==> config.mk <==
export PLATFORM = sky130hd
export DESIGN_NAME = instr_encoder
export DESIGN_NICKNAME = d
export VERILOG_FILES = /design/src/rtl/rv_pkg.sv /design/src/rtl/instr_imm_pack.sv /design/src/rtl/instr_encoder.sv
export SDC_FILE = /design/constraint.sdc
export NUM_CORES = 1
export LEC_CHECK = 0
export CAP_MARGIN = 15
export CORE_MARGIN = 2
export CORE_UTILIZATION = 25
export CTS_CLUSTER_DIAMETER = 200
export DETAILED_ROUTE_END_ITERATION = 8
export GPL_TIMING_DRIVEN = 0
export MAX_ROUTING_LAYER = met4
export PLACE_DENSITY = 0.47
export SYNTH_ARGS = -nofsm -noshare
export SYNTH_HDL_FRONTEND = slang
export SYNTH_SLANG_ARGS = --single-unit
==> constraint.sdc <==
create_clock -name clk -period 1.6 [get_ports clk]
set_input_delay 0.32 -clock clk [delete_from_list [all_inputs] [get_ports clk]]
set_output_delay 0.32 -clock clk [all_outputs]
set_load 0.01 [all_outputs]
==> src/rtl/rv_pkg.sv <==
// Shared RV32I encoding constants: instruction formats, major opcodes, immediate limits.
// Latency: n/a (constants and types only).
// Backpressure: n/a.
package rv_pkg;

    localparam logic [2:0] FMT_R = 3'd0;
    localparam logic [2:0] FMT_I = 3'd1;
    localparam logic [2:0] FMT_S = 3'd2;
    localparam logic [2:0] FMT_B = 3'd3;
    localparam logic [2:0] FMT_U = 3'd4;
    localparam logic [2:0] FMT_J = 3'd5;

    localparam logic [6:0] OP_LOAD   = 7'h03;
    localparam logic [6:0] OP_IMM    = 7'h13;
    localparam logic [6:0] OP_STORE  = 7'h23;
    localparam logic [6:0] OP_BRANCH = 7'h63;
    localparam logic [6:0] OP_LUI    = 7'h37;
    localparam logic [6:0] OP_JAL    = 7'h6F;
    localparam logic [6:0] OP_JALR   = 7'h67;
    localparam logic [6:0] OP_REG    = 7'h33;

    // Signed byte-offset limits; B and J offsets must also be even.
    localparam int IMM12_MIN = -2048;
    localparam int IMM12_MAX = 2047;
    localparam int IMMB_MIN  = -4096;
    localparam int IMMB_MAX  = 4094;
    localparam int IMMJ_MIN  = -1048576;
    localparam int IMMJ_MAX  = 1048574;

    // Non-immediate fields carried through the pipeline.
    typedef struct packed {
        logic [2:0] fmt;
        logic [6:0] opcode;
        logic [4:0] rd;
        logic [4:0] rs1;
        logic [4:0] rs2;
        logic [2:0] funct3;
        logic [6:0] funct7;
    } fields_t;

endpackage

==> src/rtl/instr_imm_pack.sv <==
// Places a byte-offset immediate into its RV32I bit positions and flags out-of-range values.
// Latency: purely combinational.
// Backpressure: none; caller owns the handshake.
module instr_imm_pack
    import rv_pkg::*;
(
    input  logic [2:0]  fmt,
    input  logic [31:0] imm,
    output logic [31:0] imm_bits,
    output logic        range_err
);

    logic signed [31:0] simm;
    assign simm = imm;

    // Scatter immediate bits per format; out-of-range values are still placed, truncated.
    always_comb begin
        imm_bits  = '0;
        range_err = 1'b0;
        case (fmt)
            FMT_R: begin
                imm_bits  = '0;
                range_err = 1'b0;
            end
            FMT_I: begin
                imm_bits[31:20] = imm[11:0];
                range_err       = (simm < IMM12_MIN) || (simm > IMM12_MAX);
            end
            FMT_S: begin
                imm_bits[31:25] = imm[11:5];
                imm_bits[11:7]  = imm[4:0];
                range_err       = (simm < IMM12_MIN) || (simm > IMM12_MAX);
            end
            FMT_B: begin
                imm_bits[31]    = imm[12];
                imm_bits[30:25] = imm[10:5];
                imm_bits[11:8]  = imm[4:1];
                imm_bits[7]     = imm[11];
                range_err       = (simm < IMMB_MIN) || (simm > IMMB_MAX) || imm[0];
            end
            FMT_U: begin
                imm_bits[31:12] = imm[31:12];
                range_err       = (imm[11:0] != 12'h000);
            end
            FMT_J: begin
                imm_bits[31]    = imm[20];
                imm_bits[30:21] = imm[10:1];
                imm_bits[20]    = imm[11];
                imm_bits[19:12] = imm[19:12];
                range_err       = (simm < IMMJ_MIN) || (simm > IMMJ_MAX) || imm[0];
            end
            default: begin
                imm_bits  = '0;
                range_err = 1'b1;
            end
        endcase
    end

endmodule

==> src/rtl/instr_encoder.sv <==
// Packs decoded RV32I fields into instruction words tagged with a sequential program-memory address.
// Latency: two register stages; a bundle presented after edge N is visible on out_* after edge N+2.
// Backpressure: valid/ready; stalls hold out_* stable, in_ready follows out_ready combinationally.
module instr_encoder
    import rv_pkg::*;
#(
    parameter int                ADDR_W    = 32,
    parameter logic [ADDR_W-1:0] BASE_ADDR = '0
) (
    input  logic              clk,
    input  logic              rst_n,
    input  logic              in_valid,
    output logic              in_ready,
    input  logic [2:0]        in_fmt,
    input  logic [6:0]        in_opcode,
    input  logic [4:0]        in_rd,
    input  logic [4:0]        in_rs1,
    input  logic [4:0]        in_rs2,
    input  logic [2:0]        in_funct3,
    input  logic [6:0]        in_funct7,
    input  logic [31:0]       in_imm,
    output logic              out_valid,
    input  logic              out_ready,
    output logic [31:0]       out_instr,
    output logic [ADDR_W-1:0] out_addr,
    output logic              out_err,
    output logic [7:0]        err_count
);

    fields_t           in_f;
    fields_t           s1_f;
    logic              s1_valid;
    logic [31:0]       s1_imm_bits;
    logic              s1_err;
    logic [31:0]       s1_word;
    logic              s1_advance;
    logic              s2_valid;
    logic [31:0]       pack_bits;
    logic              pack_err;
    logic [ADDR_W-1:0] addr_cnt;
    logic [7:0]        err_cnt;

    assign in_f = {in_fmt, in_opcode, in_rd, in_rs1, in_rs2, in_funct3, in_funct7};

    instr_imm_pack u_imm_pack (
        .fmt       (in_fmt),
        .imm       (in_imm),
        .imm_bits  (pack_bits),
        .range_err (pack_err)
    );

    // Stage 2 frees up when empty or draining; stage 1 accepts when it is empty or moving on.
    assign s1_advance = !s2_valid || out_ready;
    assign in_ready   = !s1_valid || s1_advance;

    // Stage 1: capture fields, placed immediate bits and range error.
    always_ff @(posedge clk) begin
        if (!rst_n) begin
            s1_valid    <= 1'b0;
            s1_f        <= '0;
            s1_imm_bits <= '0;
            s1_err      <= 1'b0;
        end else if (in_ready) begin
            s1_valid <= in_valid;
            if (in_valid) begin
                s1_f        <= in_f;
                s1_imm_bits <= pack_bits;
                s1_err      <= pack_err;
            end
        end
    end

    // Merge register/funct fields into the word; illegal formats produce an all-zero word.
    always_comb begin
        s1_word = s1_imm_bits | {25'b0, s1_f.opcode};
        case (s1_f.fmt)
            FMT_R:        s1_word = s1_word | {s1_f.funct7, s1_f.rs2, s1_f.rs1, s1_f.funct3, s1_f.rd, 7'b0};
            FMT_I:        s1_word = s1_word | {12'b0, s1_f.rs1, s1_f.funct3, s1_f.rd, 7'b0};
            FMT_S, FMT_B: s1_word = s1_word | {7'b0, s1_f.rs2, s1_f.rs1, s1_f.funct3, 12'b0};
            FMT_U, FMT_J: s1_word = s1_word | {20'b0, s1_f.rd, 7'b0};
            default:      s1_word = '0;
        endcase
    end

    // Stage 2: output register, only reloaded when the current word has left or none is held.
    always_ff @(posedge clk) begin
        if (!rst_n) begin
            s2_valid  <= 1'b0;
            out_instr <= '0;
            out_err   <= 1'b0;
        end else if (s1_advance) begin
            s2_valid <= s1_valid;
            if (s1_valid) begin
                out_instr <= s1_word;
                out_err   <= s1_err;
            end
        end
    end

    // Address and error counters step only on an output transfer.
    always_ff @(posedge clk) begin
        if (!rst_n) begin
            addr_cnt <= BASE_ADDR;
            err_cnt  <= 8'd0;
        end else if (s2_valid && out_ready) begin
            addr_cnt <= addr_cnt + ADDR_W'(4);
            if (out_err && (err_cnt != 8'hFF)) begin
                err_cnt <= err_cnt + 8'd1;
            end
        end
    end

    assign out_valid = s2_valid;
    assign out_addr  = addr_cnt;
    assign err_count = err_cnt;

endmodule

==> results.cfg, run 1 <==
[min_path]
holdPathStages = 3
hp-start = in_imm[16]
holdCritPathClass = in -> reg
holdPathEnd = s1_imm_bits[16]

[worst_setup_path]
r2r_cells = 6
worstPathArrival_ns = 1.90
cp.required_ns = 1.91
end_kind = flip-flop
path_class = reg -> reg
cp-start-kind = flip-flop
reg2reg_slack_ns = 0.01
critPathMaxFanout = 5
reg2reg_from = out_valid
worst_r2r_endpoint = out_addr[31]

[sta]
rsz0062_at_grt = yes
final-hold-violation-count = 0
worst_pin_slew_ns = 0.718
finClkSkew_ns = 0.0136
relSlewSlack_pct = 52.1
setup_viol = 0
drv_slew = 0
min_period_ns = 1.59
max_freq_mhz = 629
period_share_pct = 99.3

[clock_network]
insertion_delay_ns = 0.43
cts_buffers = 17
cts_sinks = 134
ctsLongestPathBuffers = 2
cts_tree = done
htree_levels = 4
clock-root-buffer = clkbuf_16
clk_pin_slew_ns = 0.06

[grt]
antenna_found_initial = 1
grt_pass1_vias = 5462
grt_pass1_wl_mm = 30.9
grt_start_max_net_pins = 17
grt_usage_pct = 16.1
grt_overflow_total = 0

[cells_and_area]
final_cell_mix = nand2_1, dfxtp_1, dlygate4sd2_1
drive_gt1_share_pct = 15.2
area_growth_syn_to_layout_pct = 43.9
nets = 961
layout_commonest_cell = nand2_1
fin_cells = 1222

[drt]
drc = 0
firstDrtPassIters = 4
drt_iter0_drc = 248
routed_wl_mm = 19.8
vias = 5591
viasPerCell = 4.58
ant_nets = 0
wl_per_cell_um = 16.2

[yosys]
yosys_register_bits = 134
synth_enable_flop_cells = 0
synth_cell_types = 46
mappedNetlistArea_um2 = 6020
ys_warn_count = 0
async_flop_share_pct = 0
syn_avg_cell_area_um2 = 8.43
synth_flop_cell = dfxtp_1
ys_seq_area_share_pct = 44.6
synth_cells = 714

[flow_run]
max_cap_viol_count = 0

[floorplan]
core_area_um2 = 23500
dieWidth_um = 159
die-area_um2 = 25300
io_pins = 146
rows = 56
initial_core_util_pct = 25.6
die_y_um = 159

[power]
p_leak_nw = 3.62
power_density_nw_per_um2 = 942
ir_drop_mv = 0.480
total_power_mw = 8.16

[outcome]
outcome = completed

[place]
gp_congestion = 0.815
placed_cells = 1174
portBuffers = 140
hpwl_mm = 15.0
-- flip-flops by register name, indices dropped and copies added (netlist names) --
| name | cells |
|---|---|
| err_count | 8 |
| s1_err | 1 |
| s1_valid | 1 |
| out_instr | 32 |
| s1_f | 35 |
| out_addr | 30 |
| out_err | 1 |
| out_valid | 1 |
| s1_imm_bits | 25 |
-- worst max-delay path by stage --
stage                      from               to  slack (ns)  cells past startpoint
global placement      out_ready  s1_imm_bits[29]       -0.90                      7
finish                out_valid     out_addr[31]        0.01                      6
detailed placement    out_ready  s1_imm_bits[29]       -0.91                      7
CTS                 out_addr[8]     out_addr[31]       0.001                      5
global route          out_valid     out_addr[31]       -0.07                      6
floorplan           out_addr[5]     out_addr[31]       0.005                      6
-- cell type report --
type / count / area, µm²
fill: 2535 / 14900
clock inverter: 14 / 140
clock buffer: 18 / 429
buffer: 48 / 245
timing repair buffer: 156 / 1440
antenna: 2 / 5.00
inverter: 11 / 41.3
multi-input combinational: 520 / 3240
tap: 319 / 399
sequential: 134 / 2730
-- worst max-delay path, cell delays in order (launching register included) --
cell     delay, ns
dfxtp_4       0.36
and4_1        0.21
buf_6         0.12
nand3_4       0.09
nor3_4        0.17
or3b_4        0.40
mux2i_1       0.12
-- power breakdown --
group,switching (mW),internal (mW)
Sequential,0.0819,3.45
Combinational,0.445,0.392
Clock,1.62,2.18
Total,2.14,6.02
-- synth_stat cells (all sizes together), types with 16 or more instances --
| master | count | area [µm²] |
|---|---|---|
| a21boi | 65 | 488 |
| xor2 | 16 | 140 |
| clkbuf | 37 | 139 |
| nor2 | 16 | 60.1 |
| nand2 | 131 | 492 |
| nor3 | 17 | 96.4 |
| nor2b | 17 | 106 |
| o21ai | 32 | 160 |
| nand3 | 32 | 165 |
| a21oi | 22 | 110 |
| dfxtp | 134 | 2680 |
| and2 | 42 | 263 |
-- metal layers --
metal	part of all wire, %	global-route usage (%)
met5	0	-
met4	0.45	3.76
met3	4.0	3.41
met2	48	26.1
met1	48	20.6
-- through the flow --
step	instance area (µm²)	TNS (ns)	setup slack, ns	util, %	hold WS, ns
6_report	8660	0	0.0110	36.8	0.261
3_5_place_dp	7860	-85.54	-0.909	33.4	0.455
3_3_place_gp	7860	-85.40	-0.899	33.4	0.452
4_1_cts	8490	0	0.000958	36.1	0.297
5_1_grt	8660	-0.184	-0.0735	36.8	0.260
2_1_floorplan	6060	0	0.00497	-	0.439
-- cells by family (layout without fill, tap and decap cells) --
family	count (synthesis)	in the layout	synth area share (%)
AO/OA/AOI/OAI	163	163	18.5
XOR/XNOR	27	27	3.93
adder cells (fa/ha/maj)	2	2	0.416
buffers and inverters	61	247	4.01
flip-flops	134	134	44.6
multiplexers	10	10	1.73
other	1	4	0.0623
AND/OR/NAND/NOR	316	316	26.8
-- repair_timing --
action,in CTS,in global routing
resized for setup,134,40
endpoints found under the setup margin,188,51
pin swaps,5,11
hold buffers,0,0
buffers inserted,6,10
No activity file was read; power rests on OpenSTA's default activity.
==> run 2: changes to the inputs <==
CORE_UTILIZATION = 35   (was 25)
PLACE_DENSITY = 0.61   (was 0.47)
==> run 2 against run 1 <==
Effect of this change: the flow now finishes with violations (negative setup slack); first-iteration DRC count is 25% higher; clock skew is 0.0067 ns lower; worst setup slack worse by 0.035 ns; flip-flop and latch count stayed put; maximum frequency is 2.1% lower; clock-buffer cell count is 7 higher.
==> results.cfg, run 2 (synthesized netlist as in run 1, its figures left out) <==
[cells_and_area]
nets = 954
antenna_cells = 0
final_cell_mix = nand2_1, dfxtp_1, dlygate4sd2_1
final_util_pct = 50.8
fin_cells = 1114
largest-register = s1_f
drive_gt1_share_pct = 14.3
largest_reg_flops = 35
area_growth_syn_to_layout_pct = 41.0
layout_commonest_cell = nand2_1

[sta]
drv_slew = 0
final-hold-violation-count = 0
layout_setup_ws_ns = -0.0238
rsz0062_at_grt = yes
max_freq_mhz = 616
min_period_ns = 1.62
whs_ns = 0.332
relSlewSlack_pct = 58.0
finClkSkew_ns = 0.00688
period_share_pct = 101
worst_pin_slew_ns = 0.629
setup_viol = 2

[outcome]
outcome = finished, violations left
violations = negative setup slack

[drt]
ant_nets = 0
vias = 5602
firstDrtPassIters = 5
wl_per_cell_um = 16.4
drt_iter0_drc = 309
viasPerCell = 5.03
drc = 0
routed_wl_mm = 18.2

[worst_setup_path]
worstPathArrival_ns = 1.93
cp-start-kind = flip-flop
end_kind = flip-flop
reg2reg_slack_ns = -0.02
path_class = reg -> reg
cp.required_ns = 1.90
slowest_stage = dfxtp_1
crit_chain = and3_4 > nand4_4 > nor3_4 > or3b_1 > mux2i_1
critPathMaxFanout = 6
slowest_delay_ns = 0.38

[floorplan]
initial_core_util_pct = 36.0
die-area_um2 = 18300
core_area_um2 = 16700
die_y_um = 135
rows = 47
io_pins = 146
dieWidth_um = 135

[grt]
antenna_found_initial = 0
grt_usage_pct = 20.7
grt_pass1_wl_mm = 28.3
grt_start_max_net_pins = 17
grt_pass1_vias = 5304
grt_overflow_total = 0

[power]
ir_drop_mv = 0.731
power_density_nw_per_um2 = 951
p_leak_nw = 3.53

[min_path]
holdCritPathClass = in -> reg

[flow_run]
max_cap_viol_count = 0

[clock_network]
cts_sinks = 134
insertion_delay_ns = 0.41
clock-root-buffer = clkbuf_16
cts_tree = done
ctsLongestPathBuffers = 2
hold_buffers = 0
htree_levels = 4
cts_buffers = 17
clk_pin_slew_ns = 0.06

[place]
hpwl_mm = 13.3
placed_cells = 1075
gp_congestion = 0.913
portBuffers = 140
## run 2: changes by cell type in the layout (fill, tap and decap cells not counted), sizes merged
cell / before / now
clkinvlp: 3 / 1
buf: 29 / 20
diode: 2 / 0
clkbuf: 54 / 63
inv: 18 / 11
dlygate4sd2: 77 / 79
clkinv: 3 / 5
dlymetal6s2s: 7 / 0
clkdlybuf4s50: 55 / 60
## run 2: report_power, final
group / leakage (nW) / internal, mW / switching (mW) / total [mW]
Combinational: 2.15 / 0.387 / 0.438 / 0.825
Sequential: 1.11 / 3.45 / 0.0772 / 3.53
Clock: 0.277 / 2.30 / 1.42 / 3.72
Total: 3.53 / 6.14 / 1.94 / 8.07
## run 2: path summary, 6_finish.rpt
| check | start | end | cells after the start |
|---|---|---|---|
| max | out_addr[15] | out_addr[31] | 5 |
| min reg2reg | out_instr[6] | out_instr[6] | 2 |
| max reg2reg | out_addr[15] | out_addr[31] | 5 |
| min | in_fmt[2] | s1_f[34] | 3 |
## run 2: final cells by class
type,instances,area [µm²]
Multi-Input combinational cell,520,3250
Buffer,48,246
Sequential cell,134,2730
Clock inverter,7,70.1
Fill cell,1636,8220
Clock buffer,25,495
Timing Repair Buffer,149,1370
Tap cell,220,275
Inverter,11,41.3
## run 2: timing repair
| action | CTS | global route |
|---|---|---|
| pin swaps | 5 | 2 |
| buffers inserted | 7 | 2 |
| endpoints found under the hold margin | 0 | 0 |
| resized for setup | 140 | 37 |
| setup endpoints to repair | 187 | 33 |
## run 2: stage by stage
| step | setup slack, ns | power, mW | cell area, µm² | TNS (ns) |
|---|---|---|---|---|
| CTS | -0.00966 | 8.15 | 8380 | -0.00966 |
| detailed placement | -0.920 | 4.44 | 7730 | -84.15 |
| global route | -0.0755 | 8.40 | 8490 | -0.186 |
| global placement | -0.944 | 4.44 | 7730 | -81.90 |
| floorplan | 0.00497 | 3.99 | 6060 | 0 |
| finish | -0.0238 | 8.07 | 8490 | -0.0244 |
## run 2: per-layer routing
layer	global-route usage, %	up-vias	part of all wire, %
met5	-	-	0
met4	5.38	0	1.3
met3	4.04	19	5.4
met1	27.0	2609	47
li1	-	2817	-
met2	33.2	157	47
## run 2: critical path: cells and delay by family (launching register included)
family,cells,cell delay (ns)
DFF,1,0.38
muxes,1,0.13
and+or+nand+nor,4,1.00
